### src/rtl/rgb_fade_pwm_if.sv
// Colour-code input and LED pin bundle between the colour sequencer and rgb_fade_pwm.
interface rgb_fade_pwm_if;
  logic       en;
  logic [2:0] colour;
  logic       led_r;
  logic       led_g;
  logic       led_b;
  logic       busy;

  modport master (
    output en,
    output colour,
    input  led_r,
    input  led_g,
    input  led_b,
    input  busy
  );

  modport slave (
    input  en,
    input  colour,
    output led_r,
    output led_g,
    output led_b,
    output busy
  );
endinterface

### src/rtl/rgb_fade_pwm.sv
// Three-channel LED PWM driver with linear cross-fade between colour codes.
// Define RGB_FADE_EN to build the fade engine; otherwise levels follow the colour directly.
module rgb_fade_pwm #(
  parameter int unsigned CNT_W    = 8,
  parameter int unsigned FADE_DIV = 1024,
  parameter int unsigned STEP     = 8
) (
  input  logic          clk,
  input  logic          rst,
  rgb_fade_pwm_if.slave bus
);

  localparam int unsigned      MAX    = (32'd1 << CNT_W) - 32'd1;
  localparam logic [CNT_W-1:0] MAX_V  = CNT_W'(MAX);
  localparam logic [CNT_W-1:0] LAST_V = CNT_W'(MAX - 32'd1);

  // Reject configurations the saturating step arithmetic cannot handle.
  if (FADE_DIV == 0 || STEP == 0 || STEP > MAX) begin : g_bad_cfg
    $error("rgb_fade_pwm: FADE_DIV must be >= 1 and STEP within 1..MAX");
  end

  logic [2:0]            colour_q, colour_d;
  logic [2:0][CNT_W-1:0] level_q, level_d;
  logic [2:0][CNT_W-1:0] duty_q, duty_d;
  logic [2:0][CNT_W-1:0] target_c;
  logic [CNT_W-1:0]      pwm_cnt_q, pwm_cnt_d;
  logic [2:0]            led_q, led_d;
  logic                  busy_q, busy_d;
  logic                  wrap_c;

`ifdef RGB_FADE_EN
  localparam int unsigned      PRE_W  = (FADE_DIV > 1) ? $clog2(FADE_DIV) : 1;
  localparam logic [CNT_W-1:0] STEP_V = CNT_W'(STEP);

  logic [PRE_W-1:0] presc_q, presc_d;
  logic             tick_c;

  // One fade step toward the target, landing exactly on it when within STEP.
  function automatic logic [CNT_W-1:0] step_toward(input logic [CNT_W-1:0] lvl,
                                                   input logic [CNT_W-1:0] tgt);
    logic [CNT_W-1:0] res;
    res = lvl;
    if (lvl < tgt) begin
      res = ((tgt - lvl) <= STEP_V) ? tgt : lvl + STEP_V;
    end else if (lvl > tgt) begin
      res = ((lvl - tgt) <= STEP_V) ? tgt : lvl - STEP_V;
    end
    return res;
  endfunction
`endif

  // Next-state: colour sampling, PWM counter, duty reload at wrap, fade.
  always_comb begin
    colour_d  = bus.colour;
    level_d   = level_q;
    duty_d    = duty_q;
    pwm_cnt_d = pwm_cnt_q;
    led_d     = '0;
    busy_d    = 1'b0;
    wrap_c    = (pwm_cnt_q == LAST_V);
    for (int c = 0; c < 3; c++) begin
      target_c[c] = colour_q[c] ? MAX_V : '0;
    end
`ifdef RGB_FADE_EN
    presc_d = presc_q;
    tick_c  = 1'b0;
`endif

    if (bus.en) begin
      pwm_cnt_d = wrap_c ? '0 : pwm_cnt_q + CNT_W'(1);
      if (wrap_c) begin
        duty_d = level_q;
      end
      for (int c = 0; c < 3; c++) begin
        led_d[c] = (pwm_cnt_q < duty_q[c]);
      end
`ifdef RGB_FADE_EN
      tick_c  = (presc_q == PRE_W'(FADE_DIV - 1));
      presc_d = tick_c ? '0 : presc_q + PRE_W'(1);
`else
      level_d = target_c;
`endif
    end

`ifdef RGB_FADE_EN
    // Levels and busy are judged against the registered colour, independent of en.
    for (int c = 0; c < 3; c++) begin
      if (tick_c) begin
        level_d[c] = step_toward(level_q[c], target_c[c]);
      end
      busy_d = busy_d | (level_q[c] != target_c[c]);
    end
`endif
  end

  always_ff @(posedge clk or posedge rst) begin
    if (rst) begin
      colour_q  <= '0;
      level_q   <= '0;
      duty_q    <= '0;
      pwm_cnt_q <= '0;
      led_q     <= '0;
      busy_q    <= 1'b0;
`ifdef RGB_FADE_EN
      presc_q   <= '0;
`endif
    end else begin
      colour_q  <= colour_d;
      level_q   <= level_d;
      duty_q    <= duty_d;
      pwm_cnt_q <= pwm_cnt_d;
      led_q     <= led_d;
      busy_q    <= busy_d;
`ifdef RGB_FADE_EN
      presc_q   <= presc_d;
`endif
    end
  end

  assign bus.led_r = led_q[0];
  assign bus.led_g = led_q[1];
  assign bus.led_b = led_q[2];
  assign bus.busy  = busy_q;

endmodule
### src/flat_wrapper.sv
// flat-port wrapper written by rule: the top's interface ports become plain ports
module rgb_fade_pwm_flat 
#(
  parameter int unsigned CNT_W    = 8,
  parameter int unsigned FADE_DIV = 1024,
  parameter int unsigned STEP     = 8
)
  (clk, rst, bus_en, bus_colour, bus_led_r, bus_led_g, bus_led_b, bus_busy);
  rgb_fade_pwm_if bus_i ();
  input  logic clk;
  input  logic rst;
  input wire logic [$bits(bus_i.en)-1:0] bus_en;
  input wire logic [$bits(bus_i.colour)-1:0] bus_colour;
  output wire logic [$bits(bus_i.led_r)-1:0] bus_led_r;
  output wire logic [$bits(bus_i.led_g)-1:0] bus_led_g;
  output wire logic [$bits(bus_i.led_b)-1:0] bus_led_b;
  output wire logic [$bits(bus_i.busy)-1:0] bus_busy;
  assign bus_i.en = bus_en;
  assign bus_i.colour = bus_colour;
  assign bus_led_r = bus_i.led_r;
  assign bus_led_g = bus_i.led_g;
  assign bus_led_b = bus_i.led_b;
  assign bus_busy = bus_i.busy;
  rgb_fade_pwm #(.CNT_W(CNT_W), .FADE_DIV(FADE_DIV), .STEP(STEP)) u_core (.clk(clk), .rst(rst), .bus(bus_i));
endmodule
### config.mk
export PLATFORM = sky130hd
export DESIGN_NAME = rgb_fade_pwm_flat
export DESIGN_NICKNAME = d
export VERILOG_FILES = /design/src/rtl/rgb_fade_pwm_if.sv /design/src/rtl/rgb_fade_pwm.sv /design/src/flat_wrapper.sv
export SDC_FILE = /design/constraint.sdc
export NUM_CORES = 1
export LEC_CHECK = 0
export CAP_MARGIN = 20
export CORE_AREA = 8 8 66 68
export CTS_CLUSTER_SIZE = 25
export DETAILED_ROUTE_END_ITERATION = 8
export DIE_AREA = 0 0 74 76
export SLEW_MARGIN = 20
export SYNTH_ARGS = -nofsm -noshare
export SYNTH_HDL_FRONTEND = slang
export SYNTH_SLANG_ARGS = --single-unit
export TNS_END_PERCENT = 50
### constraint.sdc
create_clock -name clk -period 2.1 [get_ports clk]
set_clock_uncertainty 0.2 [all_clocks]
set_input_delay 0.315 -clock clk [delete_from_list [all_inputs] [get_ports clk]]
set_output_delay 0.315 -clock clk [all_outputs]
set_load 0.03 [all_outputs]
==> results of run 1 <==
-- critical path: cells and delay by family, from the launching register on --
family                     cells  cell delay [ns]
DFF                            1             0.52
and+or+nand+nor                2             0.48
muxes                          1             0.38
adders and majority gates      1             0.22
-- cells in the final DEF (no fill, tap or decap), drive strengths merged --
master         synthesis  routed
nor3                   2       2
a211oi                 4       4
or4                    1       1
dfrtp                 20      20
xor2                   2       2
nand2b                 3       3
nor3b                  3       3
o221ai                 1       1
nand2                  5       5
a21o                   3       3
nand4                  3       3
inv                    7       7
o21ai                  5       5
or3                    1       1
nor2                   5       5
ha                    23      23
clkbuf                 1       4
o2111a                 3       3
o211ai                 4       4
buf                    2       6
conb                   1       1
a221oi                 3       3
a21oi                  1       1
clkdlybuf4s50          0       8
or4b                   1       1
xnor2                  2       2
o31ai                  1       1
mux2                   6       6
-- logic make-up (layout without fill, tap and decap cells) --
group / count (synthesis) / in the layout / synth area share
other: 1 / 1 / 0.002921
muxes: 6 / 6 / 0.05263
adders and majority gates: 23 / 23 / 0.2242
buffers and inverters: 10 / 25 / 0.03314
AOI/OAI and AO/OA: 25 / 25 / 0.1472
and+or+nand+nor: 24 / 24 / 0.1228
DFF: 20 / 20 / 0.3899
xor gates and xnor gates: 4 / 4 / 0.02730
-- final timing paths --
kind / depth (start not counted) / endpoint
worst max-delay path: 4 / u_core.duty_q[14]
worst min-delay path: 3 / u_core.colour_q[1]
worst max register to register: 4 / u_core.duty_q[14]
worst min register to register: 1 / u_core.level_q[6]
max in group asynchronous: 3 / u_core.led_q[0]
min in group clk: 1 / u_core.colour_q[2]
-- state kept, by name, summed over array words and instances, names as in the netlist --
register / count
u_core.colour_q: 3
u_core.duty_q: 3
u_core.led_q: 3
u_core.level_q: 3
u_core.pwm_cnt_q: 8
-- layout make-up --
cell class	instances	share of cell area
multi-input combinational	83	0.4975
tap	48	0.04034
sequential	20	0.3361
clock buffer	4	0.02437
inverter	7	0.01765
timing repair buffer	14	0.08403
-- layer usage --
| layer | global-route usage | vias to the layer above |
|---|---|---|
| li1 | - | 452 |
| met1 | 0.1195 | 466 |
| met2 | 0.1769 | 12 |
| met3 | 0.03158 | 2 |
| met4 | 0.04200 | 0 |
| met5 | 0 | - |
-- report_power, final --
| part | leakage, nW | internal, mW | switching [mW] | total [mW] |
|---|---|---|---|---|
| clock | 0.0210 | 0.106 | 0.123 | 0.229 |
| combinational | 0.379 | 0.349 | 0.381 | 0.730 |
| sequential | 0.245 | 0.481 | 0.176 | 0.657 |
| total | 0.646 | 0.936 | 0.681 | 1.62 |
==> flow_summary.ini, run 1 <==
[outcome]
status = complete, no violations

[placed_design]
dpl_worst_slack_ns = 0.04953
dp_cells = 172
placed_area_sq_mm = 0.001453
hpwlAfterDp_um = 1932
portBuffers = 8
place.gp.congestion = 0.7893

[drt]
wirelength_um = 2598
vias = 932
wl_met1_um = 1176
wire_per_inst_um = 14.76
viasPerCell = 5.295
ant_nets = 0
firstDrtPassIters = 4
wl_met2_um = 1326
highest_layer = met4
dr_wl_met3_um = 81
drt_iter0_drc = 60
drc = 0

[worst_setup_path]
r2r_slack_ns = 0.19
crit_fanout = 7
rr_startpoint = u_core.pwm_cnt_q[1]
critPathLaunch = u_core.pwm_cnt_q[1]
required_ns = 2.10
path_cells = ha_1, nand2_1, nor3_4, mux2_2
arrival_ns = 1.91
crit_type = register to register
endpoint_kind = register
critPathMaxStageDelay_ns = 0.52
cp-start-kind = register
critPathSlowestCell = dfrtp_1

[layout]
fill_cells = 335
fin_cells = 176
seqCellArea_sq_um = 500.5
final_nets = 158
finalInstanceArea_sq_mm = 0.001489
multiInputGateArea_sq_um = 740.7
antenna_cells = 0
drive_above_1_share = 0.1406
final_core_util = 0.4327
syn_to_final_growth_pct = 15.98

[global_routing]
grt_pass1_wl_um = 4636
grt_usage = 0.1057
antenna_found_initial = 0
grt_pass1_vias = 1016
grt-ovfl-total = 0
grt_max_degree = 21

[die]
row_count = 22
dieArea_sq_mm = 0.005624
start_util = 0.3731
dieHeight_um = 76
core_area_sq_mm = 0.003441
dieWidth_um = 74
io_pins = 10

[synth]
syn_area_sq_mm = 0.001284
yosysMostFrequentCell = ha_1
yosysWarnings = 0
yosysTopAreaCellShare = 0.3899
yosys.area.top_type = dfrtp_1
synth_cell_types = 30
synthTopCellsByArea = dfrtp_1, ha_1, mux2_2
synth_nets = 142
synth_edf_count = 0
syn_inst = 113
synth_area_per_cell_sq_um = 11.36
async_flop_share = 1.000
yosys-top-cells-count = ha_1, dfrtp_1, inv_1
synth_seq_area_share = 0.3899
synth_seq_cells = 20
synthFlopType = dfrtp_1

[sta]
setup_slack_ns = 0.1882
fmax_mhz = 523.1
whs_ns = 0.1247
maxSlewViolCount = 0
layout_min_cycle_time_ns = 1.912
fin_setup_tns_ns = 0
rsz0062_at_grt = false
finalSetupViolations = 0
finalCritPeriodShare = 0.9104
timing.final.hold_violations = 0

[power_and_ir_drop]
irDropWorstVdd_mv = 0.3772
power.static_leakage_nw = 0.6455
power.total_mw = 1.617
cellPowerDensity_mw_per_mm2 = 1086

[clock_network]
clk_pin_slew_ns = 0.12
cts_tree = done
cts_setup_buffers = 0
cts_root_buf = clkbuf_4
cts_inserted_buffers = 3
ctsResizeCount = 0
clock_insertion_delay_worst_skew_ns = 0.30
clock_path_buffers = 2
h-tree-depth = 1
clkSinkCount = 20
ctsHoldBuffers = 0

[job]
drv_cap = 0

[min_path]
hold_path_class = input pin to asynchronous set/reset pin
Note: power is estimated with default switching activity, not from simulation.
==> run 2, diff against run 1 <==
Settings changed: PLACE_DENSITY set to 0.59.
==> run 2 against run 1 <==
Net effect:
- combinational power hardly changed
- clock power increased by 39%
- cell count is 0.57% higher
- sequential share of layout area down 0.53 points
- register-to-register slack improved by 0.09 ns
- global-route usage fell by 1.4 points
- largest cell class unchanged
- wire length decreased by 6.8%
- setup slack improved by 0.067 ns
- flip-flop and latch count unchanged
- non-clock buffer count up 1
- fmax grew 3.6%
==> flow_summary.ini, run 2 (synthesis results as in run 1) <==
[sta]
finalCritPeriodShare = 0.8785
rsz0062_at_grt = false
finalSetupViolations = 0
timing.final.hold_violations = 0
maxSlewViolCount = 0
fmax_mhz = 542.1
fin_setup_tns_ns = 0
layout_min_cycle_time_ns = 1.845

[placed_design]
place.gp.congestion = 0.7575
dp_cells = 173
portBuffers = 8
placed_area_sq_mm = 0.001460
hpwlAfterDp_um = 1850

[clock_network]
clock_path_buffers = 2
cts_setup_buffers = 0
h-tree-depth = 1
cts_inserted_buffers = 3
clkSinkCount = 20
clock_insertion_delay_worst_skew_ns = 0.31
ctsHoldBuffers = 0
ctsResizeCount = 0
cts_root_buf = clkbuf_4
cts_tree = done
clk_pin_slew_ns = 0.12

[worst_setup_path]
worstRegToRegCells = 5
cp_top_family = buffers and inverters
cp-start-kind = register
r2r-end = u_core.duty_q[14]
critPathSlowestCell = clkdlybuf4s50_1
path_cells = clkdlybuf4s50_1
rr_startpoint = u_core.pwm_cnt_q[0]
r2r_slack_ns = 0.28
endpoint_kind = output port
crit_type = register to output port
arrival_ns = 1.33
crit_fanout = 1
crit_buf_inv = 1
required_ns = 1.58
critPathMaxStageDelay_ns = 0.67

[drt]
viasPerCell = 5.288
drc = 0
vias = 936
wire_per_inst_um = 13.68
ant_nets = 0
drt_iter0_drc = 36
wirelength_um = 2421
firstDrtPassIters = 4

[global_routing]
grt-ovfl-total = 0
antenna_found_initial = 0
grt_pass1_vias = 907
grt_max_degree = 21
grt_usage = 0.09156
grt_pass1_wl_um = 4119

[die]
core_area_sq_mm = 0.003441
row_count = 22
dieHeight_um = 76
io_pins = 10
start_util = 0.3731
dieArea_sq_mm = 0.005624
dieWidth_um = 74

[layout]
fin_cells = 177
largest_reg_flops = 8
mostFrequentLayoutCells = ha_1, dfrtp_1, clkdlybuf4s50_1
final_common_cell = ha_1
regMostFlops = u_core.pwm_cnt_q
antenna_cells = 0
final_nets = 159
fill_cells = 337
drive_above_1_share = 0.1473
final_core_util = 0.4396
finalInstanceArea_sq_mm = 0.001513
syn_to_final_growth_pct = 17.84

[min_path]
hold_path_class = input pin to asynchronous set/reset pin

[power_and_ir_drop]
irDropWorstVdd_mv = 0.5673
cellPowerDensity_mw_per_mm2 = 1120
power.static_leakage_nw = 0.6567

[job]
drv_cap = 0

[outcome]
status = complete, no violations
==> run 2: cell types whose count changed in the layout (fill, tap and decap cells not counted) <==
cell	before	now
buf_4	6	7
bufinv_16	0	1
clkbuf_8	1	0
==> run 2: report_power, final <==
group	switching (mW)	total (mW)	internal, mW
clock network	0.125	0.318	0.193
logic	0.379	0.728	0.349
registers	0.167	0.649	0.481
total	0.671	1.69	1.02
==> run 2: worst max path at each step <==
| stage | startpoint | cells past startpoint | slack, ns | to |
|---|---|---|---|---|
| after floorplan | u_core.pwm_cnt_q[0] | 6 | 0.26 | u_core.duty_q[14] |
| final | u_core.led_q[1] | 1 | 0.26 | bus_led_g |
| after global placement | bus_en | 4 | 0.10 | u_core.duty_q[6] |
| after global routing | u_core.duty_q[6] | 5 | 0.15 | u_core.led_q[0] |
| after CTS | u_core.led_q[1] | 1 | 0.23 | bus_led_g |
| after detailed placement | bus_en | 4 | 0.1 | u_core.duty_q[14] |
==> run 2: final cells by class <==
class / instances / area (sq um) / share of cell area
clock buffers: 3 / 22.52 / 0.01489
clock inverters: 1 / 30.03 / 0.01985
multi-input cells: 83 / 740.7 / 0.4897
flip-flops and latches: 20 / 500.5 / 0.3309
repair buffers: 15 / 132.6 / 0.08768
well taps: 48 / 60.06 / 0.03970
inverters: 7 / 26.28 / 0.01737
==> run 2: through the flow <==
step                      total power [mW]  hold WS, ns  setup slack (ns)
after floorplan                      1.140      0.07883            0.2588
after detailed placement             1.390       0.2633           0.09544
after global routing                 1.862       0.1315            0.1542
after CTS                            1.717       0.1161            0.2256
final                                1.695       0.1121            0.2552
after global placement               1.360       0.2594            0.1022
==> run 2: layer usage <==
metal  global-route usage  part of all wire  vias to the layer above
met4              0.02400            0.0070                        0
li1                     -                 -                      458
met1               0.1075              0.47                      458
met5                    0                 0                        -
met2               0.1514              0.48                       16
met3              0.03158             0.037                        4
